$ cat config.mk
export PLATFORM = sky130hd
export DESIGN_NAME = serial_bit_sequence_encoder
export DESIGN_NICKNAME = d
export VERILOG_FILES = /design/src/rtl/serial_bit_sequence_encoder.sv
export SDC_FILE = /design/constraint.sdc
export NUM_CORES = 1
export LEC_CHECK = 0
export CORE_MARGIN = 2
export CORE_UTILIZATION = 39
export DETAILED_ROUTE_END_ITERATION = 7
export DONT_BUFFER_PORTS = 1
export PLACE_DENSITY = 0.63
export SYNTH_ARGS = -nofsm -noshare
export SYNTH_HDL_FRONTEND = slang
export SYNTH_SLANG_ARGS = --single-unit
export TNS_END_PERCENT = 5
$ cat constraint.sdc
create_clock -name clk -period 1.75 [get_ports clk]
set_input_delay 0.0875 -clock clk [delete_from_list [all_inputs] [get_ports clk]]
set_output_delay 0.0875 -clock clk [all_outputs]
set_load 0.1 [all_outputs]
$ cat src/rtl/serial_bit_sequence_encoder.sv
// Serial 3-bit frame encoder: one-entry symbol buffer feeding a free-running
// PH0/PH1/PH2 frame shifter, with illegal (3'b111) symbol detection.
module serial_bit_sequence_encoder #(
    parameter logic [2:0] IDLE_SYM = 3'b000,
    parameter int         CNT_W    = 8
) (
    input  logic             clk,
    input  logic             n_reset,
    input  logic [2:0]       sym_in,
    input  logic             sym_valid,
    output logic             sym_ready,
    output logic             out_bit,
    output logic             frame_start,
    output logic             illegal_sym,
    output logic [CNT_W-1:0] illegal_cnt
);

    typedef enum logic [1:0] {
        PH0 = 2'd0,
        PH1 = 2'd1,
        PH2 = 2'd2
    } phase_e;

    phase_e           phase_q, phase_d;
    logic [2:0]       shreg_q, shreg_d;
    logic [2:0]       buf_q, buf_d;
    logic             full_q, full_d;
    logic             ill_q, ill_d;
    logic [CNT_W-1:0] cnt_q, cnt_d;
    logic             accept;
    logic             is_ill;

    assign sym_ready   = ~full_q;
    assign accept      = sym_valid & ~full_q;
    assign is_ill      = (sym_in == 3'b111);
    assign out_bit     = shreg_q[2];
    assign frame_start = (phase_q == PH0);
    assign illegal_sym = ill_q;
    assign illegal_cnt = cnt_q;

    always_comb begin
        phase_d = PH0;
        shreg_d = shreg_q;
        buf_d   = buf_q;
        full_d  = full_q;
        ill_d   = 1'b0;
        cnt_d   = cnt_q;

        case (phase_q)
            PH0: begin
                phase_d = PH1;
                shreg_d = {shreg_q[1:0], 1'b0};
            end
            PH1: begin
                phase_d = PH2;
                shreg_d = {shreg_q[1:0], 1'b0};
            end
            default: begin
                // PH2 and any stray encoding: start a fresh frame.
                phase_d = PH0;
                shreg_d = full_q ? buf_q : IDLE_SYM;
                full_d  = 1'b0;
            end
        endcase

        // accept implies the buffer was empty, so this never
        // collides with the frame-load drain above.
        if (accept) begin
            buf_d  = is_ill ? 3'b110 : sym_in;
            full_d = 1'b1;
            ill_d  = is_ill;
        end

        if (ill_d && !(&cnt_q)) begin
            cnt_d = cnt_q + CNT_W'(1);
        end
    end

    always_ff @(posedge clk or negedge n_reset) begin
        if (!n_reset) begin
            phase_q <= PH0;
            shreg_q <= IDLE_SYM;
            buf_q   <= 3'b000;
            full_q  <= 1'b0;
            ill_q   <= 1'b0;
            cnt_q   <= '0;
        end else begin
            phase_q <= phase_d;
            shreg_q <= shreg_d;
            buf_q   <= buf_d;
            full_q  <= full_d;
            ill_q   <= ill_d;
            cnt_q   <= cnt_d;
        end
    end

endmodule

# [After elaboration in Yosys (flattened, before gate mapping)]
# Index checks and enable logic that the tools add are counted.
# W data, S select, Z words.
[word_totals] register_bits=18 in_bits=6 out_inout_bits=12 wordCells=24
[op_classes] addsub=1 n_eq_ne=3 muxes=7 n_bitwise=2 n_reduce_logical=5
[ops] op="$mux W3" n=3
[ops] op="$add A8 B1 Y8 const B" n=1
[ops] op="$reduce_and A8 Y1" n=1
[ops] op="$pmux W2 S2" n=1
[ops] op="$eq A3 B3 Y1 const B" n=1
[ops] op="$mux W1" n=3
[ops] op="$eq A2 B1 Y1 const B" n=1
[ops] op="$logic_not A2 Y1" n=1
[ops] op="$ne A2 B1 Y1 const B" n=1
[ops] op="$reduce_or A2 Y1" n=1
[ops] op="$and A1 B1 Y1" n=1
[ops] op="$logic_and A1 B1 Y1" n=1
[ops] op="$logic_not A1 Y1" n=1
[ops] op="$not A1 Y1" n=1

# [Depth between registers and ports, before layout]
# Gate-level depths: netlist of run 1.
[depth] depth_word=4 depth_mapped=5 ltp_nobuf=5

# [Worst setup path after synthesis of run 1]
# Ideal clock, no wire load.
[synth_path] path_kind="reg2reg" startpoint="register cnt_q[3], in the netlist illegal_cnt[3]" endpoint="register cnt_q[1], in the netlist illegal_cnt[1]" setup_time_ns=0.126 arrival_ns=1.938 t_required_ns=1.624 slack_ns=-0.314 stages_incl_launch_ff=5 n_path_buf=0 synth_period_minus_slack_ns=2.064 cell_sequence="dfrtp_1 -> and4_4 -> and4_4 -> nor2_2 -> mux2_4"
[synth_between] elab_chain_len=3
[synth_rtl] element="start: declaration" line_no="29" text="logic [CNT_W-1:0] cnt_q, cnt_d;"
[synth_rtl] element="start signal: assignment" line_no="93" text="cnt_q <= cnt_d;"
[synth_rtl] element="$reduce_and A8 Y1" line_no="74" text="if (ill_d && !(&cnt_q)) begin"
[synth_rtl] element="$logic_not A1 Y1" line_no="74"
[synth_rtl] element="$logic_and A1 B1 Y1" line_no="74"
# Every way passes these cells.
# A chain may end at the register's enable or synchronous reset.

# [Worst setup path after layout of run 1]
[layout_path] startpoint="register full_q" endpoint="register cnt_q[6], in the netlist illegal_cnt[6]"
[layout_between] elab_chain_len=4
[layout_rtl] element="start: declaration" line_no="27" text="logic full_q, full_d;"
[layout_rtl] element="start signal: assignment" line_no="91" text="full_q <= full_d;"
[layout_rtl] element="$not A1 Y1" line_no="34" text="assign accept = sym_valid & ~full_q;"
[layout_rtl] element="$and A1 B1 Y1" line_no="34"
[layout_rtl] element="$mux W1" line_no="68" text="if (accept) begin"
[layout_rtl] element="$logic_and A1 B1 Y1" line_no="74"
# Every way passes these cells.

==> run_results.csv, run 1 <==
group,metric,value,unit
power_and_ir_drop,power.ir.vdd_worst,0.0009694,V
logic_synthesis,synth_xor_xnor_area_share,3.448,%
finish,synthToLayoutAreaGrowth,27.26,%
placement,place.detailed.instances,102,
logic_synthesis,post_synth_fa_ha_maj_area_fraction,1.642,%
logic_synthesis,synthesis.yosys.warnings,0,
die,std_cell_rows,15,
setup_path,timing.reg2reg.setup_slack,0.21,ns
setup_path,crit_path_max_fanout,5,
logic_synthesis,synthMostInstantiatedCell,"sky130_fd_sc_hd__dfrtp_1",
logic_synthesis,synthesis.instances,65,
global_route,number_of_antenna_violations_at_the_first_check_in_global_routing,0,
sta,setup_clock_skew_after_layout,0.001270,ns
finish,antenna_cells,0,
logic_synthesis,ys_seq_area_share,59.11,%
logic_synthesis,ys_ff_latch,18,
placement,routabilityCongestion,0.7573,
global_route,first_global_vias,530,
global_route,grt_max_degree,19,
setup_path,worst-setup-path-type,"reg -> reg",
logic_synthesis,synth_edf_count,0,
die,floorplan.die.width,48.20,µm
sta,finalSetupViolations,0,
global_route,grt_first_pass_wirelength,2304,µm
drt,wire_per_inst,12.99,µm
logic_synthesis,syn_nets,72,
logic_synthesis,postSynthAreaPerCell,11.72,µm²
die,design.die.area,2323,µm²
logic_synthesis,synthDominantAreaCellType,"sky130_fd_sc_hd__dfrtp_1",
logic_synthesis,synth_top_flop_cell,"sky130_fd_sc_hd__dfrtp_1",
logic_synthesis,yosys.cell_types.count,23,
clock_tree,worst_setup_hold_path_clk_slew,0.10,ns
finish,n_fill_cell,154,
sta,final_min_period_over_clock_period,87.83,%
logic_synthesis,post_synth_instance_area,762.0,µm²
die,die_h,48.20,µm
setup_path,cp-end-kind,"flip-flop",
sta,timing.final.hold_violations,0,
clock_tree,clock_buffer_count_from_cts,3,
flow_run,max_cap_violations,0,
die,start_util,42.74,%
clock_tree,clockBufferDepth,2,
clock_tree,clk-insertion-delay-late,0.28,ns
sta,worst_slew_pin_slew,0.7800,ns
drt,routed_via_density,5.027,
sta,fmax,0.6506,GHz
clock_tree,cts_root_buf,"sky130_fd_sc_hd__clkbuf_4",
finish,stdcell_count,110,
drt,drt-total-wl,1429,µm
logic_synthesis,synth-simple-area-share,18.39,%
outcome,status,"completed",
power_and_ir_drop,power_per_cell_area,1281,nW/µm²
sta,period_minus_slack,1.537,ns
setup_path,setup.worst_path.start_class,"flip-flop",
drt,dr.pass1.iters,2,
placement,port-buffer-count,0,
drt,ant_nets,0,
sta,slew_headroom,47.83,%
logic_synthesis,synthTopCellsByArea,"sky130_fd_sc_hd__dfrtp_1 (59%), sky130_fd_sc_hd__mux2_2 (5.9%), sky130_fd_sc_hd__xor2_1 (3.4%)",
drt,post-route-drc-count,0,
sta,number_of_max_slew_violations_in_the_final_report,0,
sta,rsz_0062_raised_after_global_routing,"no",
logic_synthesis,synth-compound-area-share,7.061,%
drt,drtIter0Drc,5,
logic_synthesis,synthArstFlopShare,100.0,%
finish,proportion_of_layout_cells_with_a_drive_suffix_above_1,37.65,%
setup_path,critical_path_required,1.93,ns
clock_tree,cts_num_sinks,18,
finish,layout.nets,93,
placement,hpwl_dp,1014,µm
drt,number_of_vias_in_the_routed_layout,553,
worst_hold_path,hp-class,"in -> reg",
logic_synthesis,netlist_top_cells_count,"sky130_fd_sc_hd__dfrtp_1 (18), sky130_fd_sc_hd__inv_1 (5), sky130_fd_sc_hd__nand3_1 (5)",
logic_synthesis,synth_top_area_share,59.11,%
global_route,globalRouteOverflowTotal,0,
setup_path,critPathArrivalTime,1.71,ns
global_route,track_usage,14.81,%
clock_tree,cts.htree.levels,1,
power_and_ir_drop,leakagePower,0.4654,nW
die,io_pins,18,
sta,final.setup.tns,0,ns
die,fp.coreArea,1783,µm²
clock_tree,cts_tree,"done",
logic_synthesis,synth_top_family_by_area,"simple AND/OR/NAND/NOR gates",
logic_synthesis,synth_mux_area_share,7.882,%
-- kinds of logic after synthesis --
kind of cell,Yosys count
adders and majority gates,1
buffers and inverters,5
DFF,18
AOI/OAI and AO/OA,9
xor gates and xnor gates,3
and+or+nand+nor,24
muxes,5
-- registers in the layout, summed over array words and instances (netlist names) --
name / flops
illegal_cnt: 8
buf_q: 3
shreg_q: 3
phase_q: 2
full_q: 1
illegal_sym: 1
-- layout make-up --
class / count / area (µm²) / share of cell area (%)
flip-flops and latches: 18 / 457.9 / 47.23
multi-input cells: 42 / 295.3 / 30.45
repair buffers: 16 / 130.1 / 13.42
clock buffers: 4 / 36.28 / 3.742
well taps: 25 / 31.28 / 3.226
inverters: 5 / 18.77 / 1.935
-- stage by stage --
stage	hold slack, ns	total power, W	utilization (%)	cell area (µm²)	setup slack (ns)
floorplan	-0.2081	0.0008972	-	772.0	-0.06143
global placement	-0.2077	0.0009842	50.11	893.4	0.2482
detailed placement	-0.2076	0.0009908	50.11	893.4	0.2240
CTS	0.04929	0.001255	54.39	969.7	0.2055
global route	0.04782	0.001305	54.39	969.7	0.09327
finish	0.05567	0.001242	54.39	969.7	0.2130
-- final timing paths --
kind / startpoint / end / depth (start not counted)
max in group asynchronous: n_reset / illegal_cnt[0] / 1
hold / removal: sym_in[1] / buf_q[0] / 2
setup / recovery: full_q / illegal_cnt[6] / 4
hold reg to reg: shreg_q[0] / shreg_q[1] / 2
setup reg to reg: full_q / illegal_cnt[6] / 4
min in group asynchronous: n_reset / illegal_cnt[3] / 1
-- critical path, cell delays in order, from the launching register on --
cell                      delay [ns]
sky130_fd_sc_hd__dfrtp_1        0.43
sky130_fd_sc_hd__and4b_1        0.34
sky130_fd_sc_hd__nand2_2        0.11
sky130_fd_sc_hd__nor3_1         0.20
sky130_fd_sc_hd__mux2_2         0.35
-- placed cells by master, fill, tap and decap left out --
cell type,Yosys,layout
sky130_fd_sc_hd__dfrtp_1,18,12
sky130_fd_sc_hd__buf_4,0,12
sky130_fd_sc_hd__dfrtp_2,0,6
sky130_fd_sc_hd__inv_1,5,5
sky130_fd_sc_hd__nand3_1,5,5
sky130_fd_sc_hd__nand2_1,4,4
sky130_fd_sc_hd__mux2_2,4,4
sky130_fd_sc_hd__dlygate4sd3_1,0,4
sky130_fd_sc_hd__o21ai_0,3,3
sky130_fd_sc_hd__xor2_1,3,3
sky130_fd_sc_hd__a21oi_1,3,3
sky130_fd_sc_hd__clkbuf_4,0,3
sky130_fd_sc_hd__nor2_2,1,2
sky130_fd_sc_hd__and4_4,2,2
sky130_fd_sc_hd__nor3_1,2,2
sky130_fd_sc_hd__a211oi_1,2,2
sky130_fd_sc_hd__nor2_1,3,2
sky130_fd_sc_hd__nor2b_1,1,1
sky130_fd_sc_hd__and3_1,1,1
sky130_fd_sc_hd__and4b_1,1,1
sky130_fd_sc_hd__nand2_2,1,1
sky130_fd_sc_hd__mux2_4,1,1
sky130_fd_sc_hd__and4_1,1,1
sky130_fd_sc_hd__a22o_1,1,1
sky130_fd_sc_hd__nand2b_1,1,1
sky130_fd_sc_hd__nand4_1,1,1
sky130_fd_sc_hd__ha_1,1,1
sky130_fd_sc_hd__clkbuf_8,0,1
-- power breakdown --
| group | leakage [nW] | internal [W] | switching [W] | total [W] |
|---|---|---|---|---|
| Clock | 0.0210 | 0.000126 | 0.000120 | 0.000246 |
| Combinational | 0.225 | 0.000107 | 0.000373 | 0.000480 |
| Sequential | 0.220 | 0.000475 | 0.0000414 | 0.000516 |
| Total | 0.465 | 0.000708 | 0.000534 | 0.00124 |
-- what timing repair did --
item | CTS | global route
setup buffers | 0 | 0
endpoints found under the hold margin | 22 | 0
endpoints found under the setup margin | 0 | 0
hold buffers | 4 | 0
gates resized for setup | 0 | 0
-- metal layers --
| metal | part of all wire [%] | global-route usage, % | vias up |
|---|---|---|---|
| li1 | - | - | 269 |
| met1 | 47 | 19.16 | 269 |
| met2 | 48 | 23.42 | 11 |
| met3 | 3.6 | 3.704 | 4 |
| met4 | 2.2 | 6.486 | 0 |
| met5 | 0 | 0 | - |
No activity file was read; power rests on OpenSTA's default activity.
==> inputs of run 2 (changes only) <==
--- a/config.mk
+++ b/config.mk
@@ -7,6 +7,7 @@
 export LEC_CHECK = 0
 export CORE_MARGIN = 2
 export CORE_UTILIZATION = 39
+export CTS_BUF_LIST = sky130_fd_sc_hd__clkbuf_8
 export DETAILED_ROUTE_END_ITERATION = 7
 export DONT_BUFFER_PORTS = 1
 export PLACE_DENSITY = 0.63
==> run_results.csv, run 2 (synthesis gave the netlist of run 1 again) <==
group,metric,value,unit
placement,hpwl_dp,1014,µm
sta,worst_slew_pin_slew,0.7794,ns
clock_tree,cts.htree.levels,1,
sta,rsz_0062_raised_after_global_routing,"no",
clock_tree,cts_hold_buf,4,
setup_path,critPathArrivalTime,1.68,ns
finish,most-common-layout-cells,"sky130_fd_sc_hd__dfrtp_1 (12), sky130_fd_sc_hd__buf_4 (12), sky130_fd_sc_hd__dfrtp_2 (6)",
power_and_ir_drop,power_per_cell_area,1342,nW/µm²
finish,proportion_of_layout_cells_with_a_drive_suffix_above_1,37.65,%
sta,timing.final.hold_violations,0,
drt,routed_via_density,5.000,
drt,number_of_vias_in_the_routed_layout,550,
setup_path,critPathSlowestCell,"sky130_fd_sc_hd__dfrtp_1",
drt,wire_per_inst,13.19,µm
sta,finalSetupViolations,0,
finish,number_of_flip_flops_under_the_largest_register_name,8,
clock_tree,clock_buffer_count_from_cts,3,
setup_path,worst-setup-path-type,"reg -> reg",
drt,post-route-drc-count,0,
worst_hold_path,hp-class,"in -> reg",
outcome,status,"completed",
drt,ant_nets,0,
sta,fmax,0.6471,GHz
placement,place.detailed.instances,102,
drt,drt-total-wl,1451,µm
finish,layout.nets,93,
global_route,grt_first_pass_wirelength,2318,µm
global_route,number_of_antenna_violations_at_the_first_check_in_global_routing,0,
clock_tree,worst_setup_hold_path_clk_slew,0.07,ns
global_route,first_global_vias,514,
clock_tree,cts_num_sinks,18,
die,design.die.area,2323,µm²
setup_path,critPathMaxStageDelay,0.42,ns
drt,drtIter0Drc,8,
finish,stdcell_count,110,
power_and_ir_drop,total_power,0.001327,W
die,std_cell_rows,15,
die,fp.coreArea,1783,µm²
die,floorplan.die.width,48.20,µm
drt,dr.pass1.iters,2,
die,start_util,42.74,%
clock_tree,cts_tree,"done",
placement,routabilityCongestion,0.7573,
clock_tree,clk-insertion-delay-late,0.25,ns
finish,antenna_cells,0,
finish,n_fill_cell,147,
die,io_pins,18,
global_route,track_usage,15.27,%
sta,final.setup.tns,0,ns
sta,setup_clock_skew_after_layout,0.0005026,ns
sta,final_min_period_over_clock_period,88.31,%
sta,slew_headroom,47.87,%
global_route,grt_max_degree,19,
die,die_h,48.20,µm
clock_tree,cts_root_buf,"sky130_fd_sc_hd__clkbuf_8",
flow_run,max_cap_violations,0,
setup_path,setup.worst_path.start_class,"flip-flop",
finish,synthToLayoutAreaGrowth,29.72,%
clock_tree,post_cts_resize_count,0,
sta,number_of_max_slew_violations_in_the_final_report,0,
placement,port-buffer-count,0,
setup_path,cp-end-kind,"flip-flop",
clock_tree,postCtsSetupBuffers,0,
global_route,globalRouteOverflowTotal,0,
setup_path,crit_path_cell_trace,"and4b_1 > nand2_2 > nor3_1 > mux2_2",
setup_path,critical_path_required,1.89,ns
setup_path,crit_path_max_fanout,5,
clock_tree,clockBufferDepth,2,
power_and_ir_drop,leakagePower,0.4731,nW
sta,period_minus_slack,1.545,ns
power_and_ir_drop,power.ir.vdd_worst,0.001057,V
[run 2: report_power, final]
| group | internal, W | total [W] | switching [W] |
|---|---|---|---|
| clock | 0.000200 | 0.000332 | 0.000132 |
| sequential | 0.000475 | 0.000516 | 0.0000406 |
| combinational | 0.000107 | 0.000479 | 0.000372 |
| total | 0.000782 | 0.00133 | 0.000545 |
[run 2: area by class of cell]
| type | count | area [µm²] | share of cell area, % |
|---|---|---|---|
| Timing Repair Buffer | 16 | 130.1 | 13.16 |
| Inverter | 5 | 18.77 | 1.899 |
| Multi-Input combinational cell | 42 | 295.3 | 29.87 |
| Clock buffer | 4 | 55.05 | 5.570 |
| Sequential cell | 18 | 457.9 | 46.33 |
| Tap cell | 25 | 31.28 | 3.165 |
[run 2: metal layers]
layer  vias to the layer above  global-route usage [%]  routed length, µm
li1                        268                       -                  -
met1                       271                   19.63                683
met2                         9                   23.16                706
met3                         2                   4.444                 49
met4                         0                   8.108                 11
met5                         -                       0                  0
[run 2: worst paths after layout]
path	startpoint	to	slack, ns	cells after the start
max	full_q	illegal_cnt[6]	0.20	4
min	sym_in[0]	illegal_sym	0.02	2
max reg2reg	full_q	illegal_cnt[6]	0.20	4
min reg2reg	shreg_q[0]	shreg_q[1]	0.50	2
max in group asynchronous	n_reset	illegal_cnt[4]	0.85	1
min in group asynchronous	n_reset	illegal_cnt[3]	0.36	1
[run 2: through the flow]
step	cell area, µm²	util, %	setup slack, ns	hold WS (ns)
3_3_place_gp	893.4	50.11	0.2482	-0.2077
6_report	988.4	55.44	0.2047	0.02082
5_1_grt	988.4	55.44	0.09868	0.01479
2_1_floorplan	772.0	-	-0.06143	-0.2081
4_1_cts	988.4	55.44	0.2104	0.01157
3_5_place_dp	893.4	50.11	0.2240	-0.2076
[run 2: worst max-delay path: cells and delay by family, from the launching register on]
| kind | cells | cell delay [ns] |
|---|---|---|
| and+or+nand+nor | 3 | 0.67 |
| muxes | 1 | 0.35 |
| DFF | 1 | 0.42 |
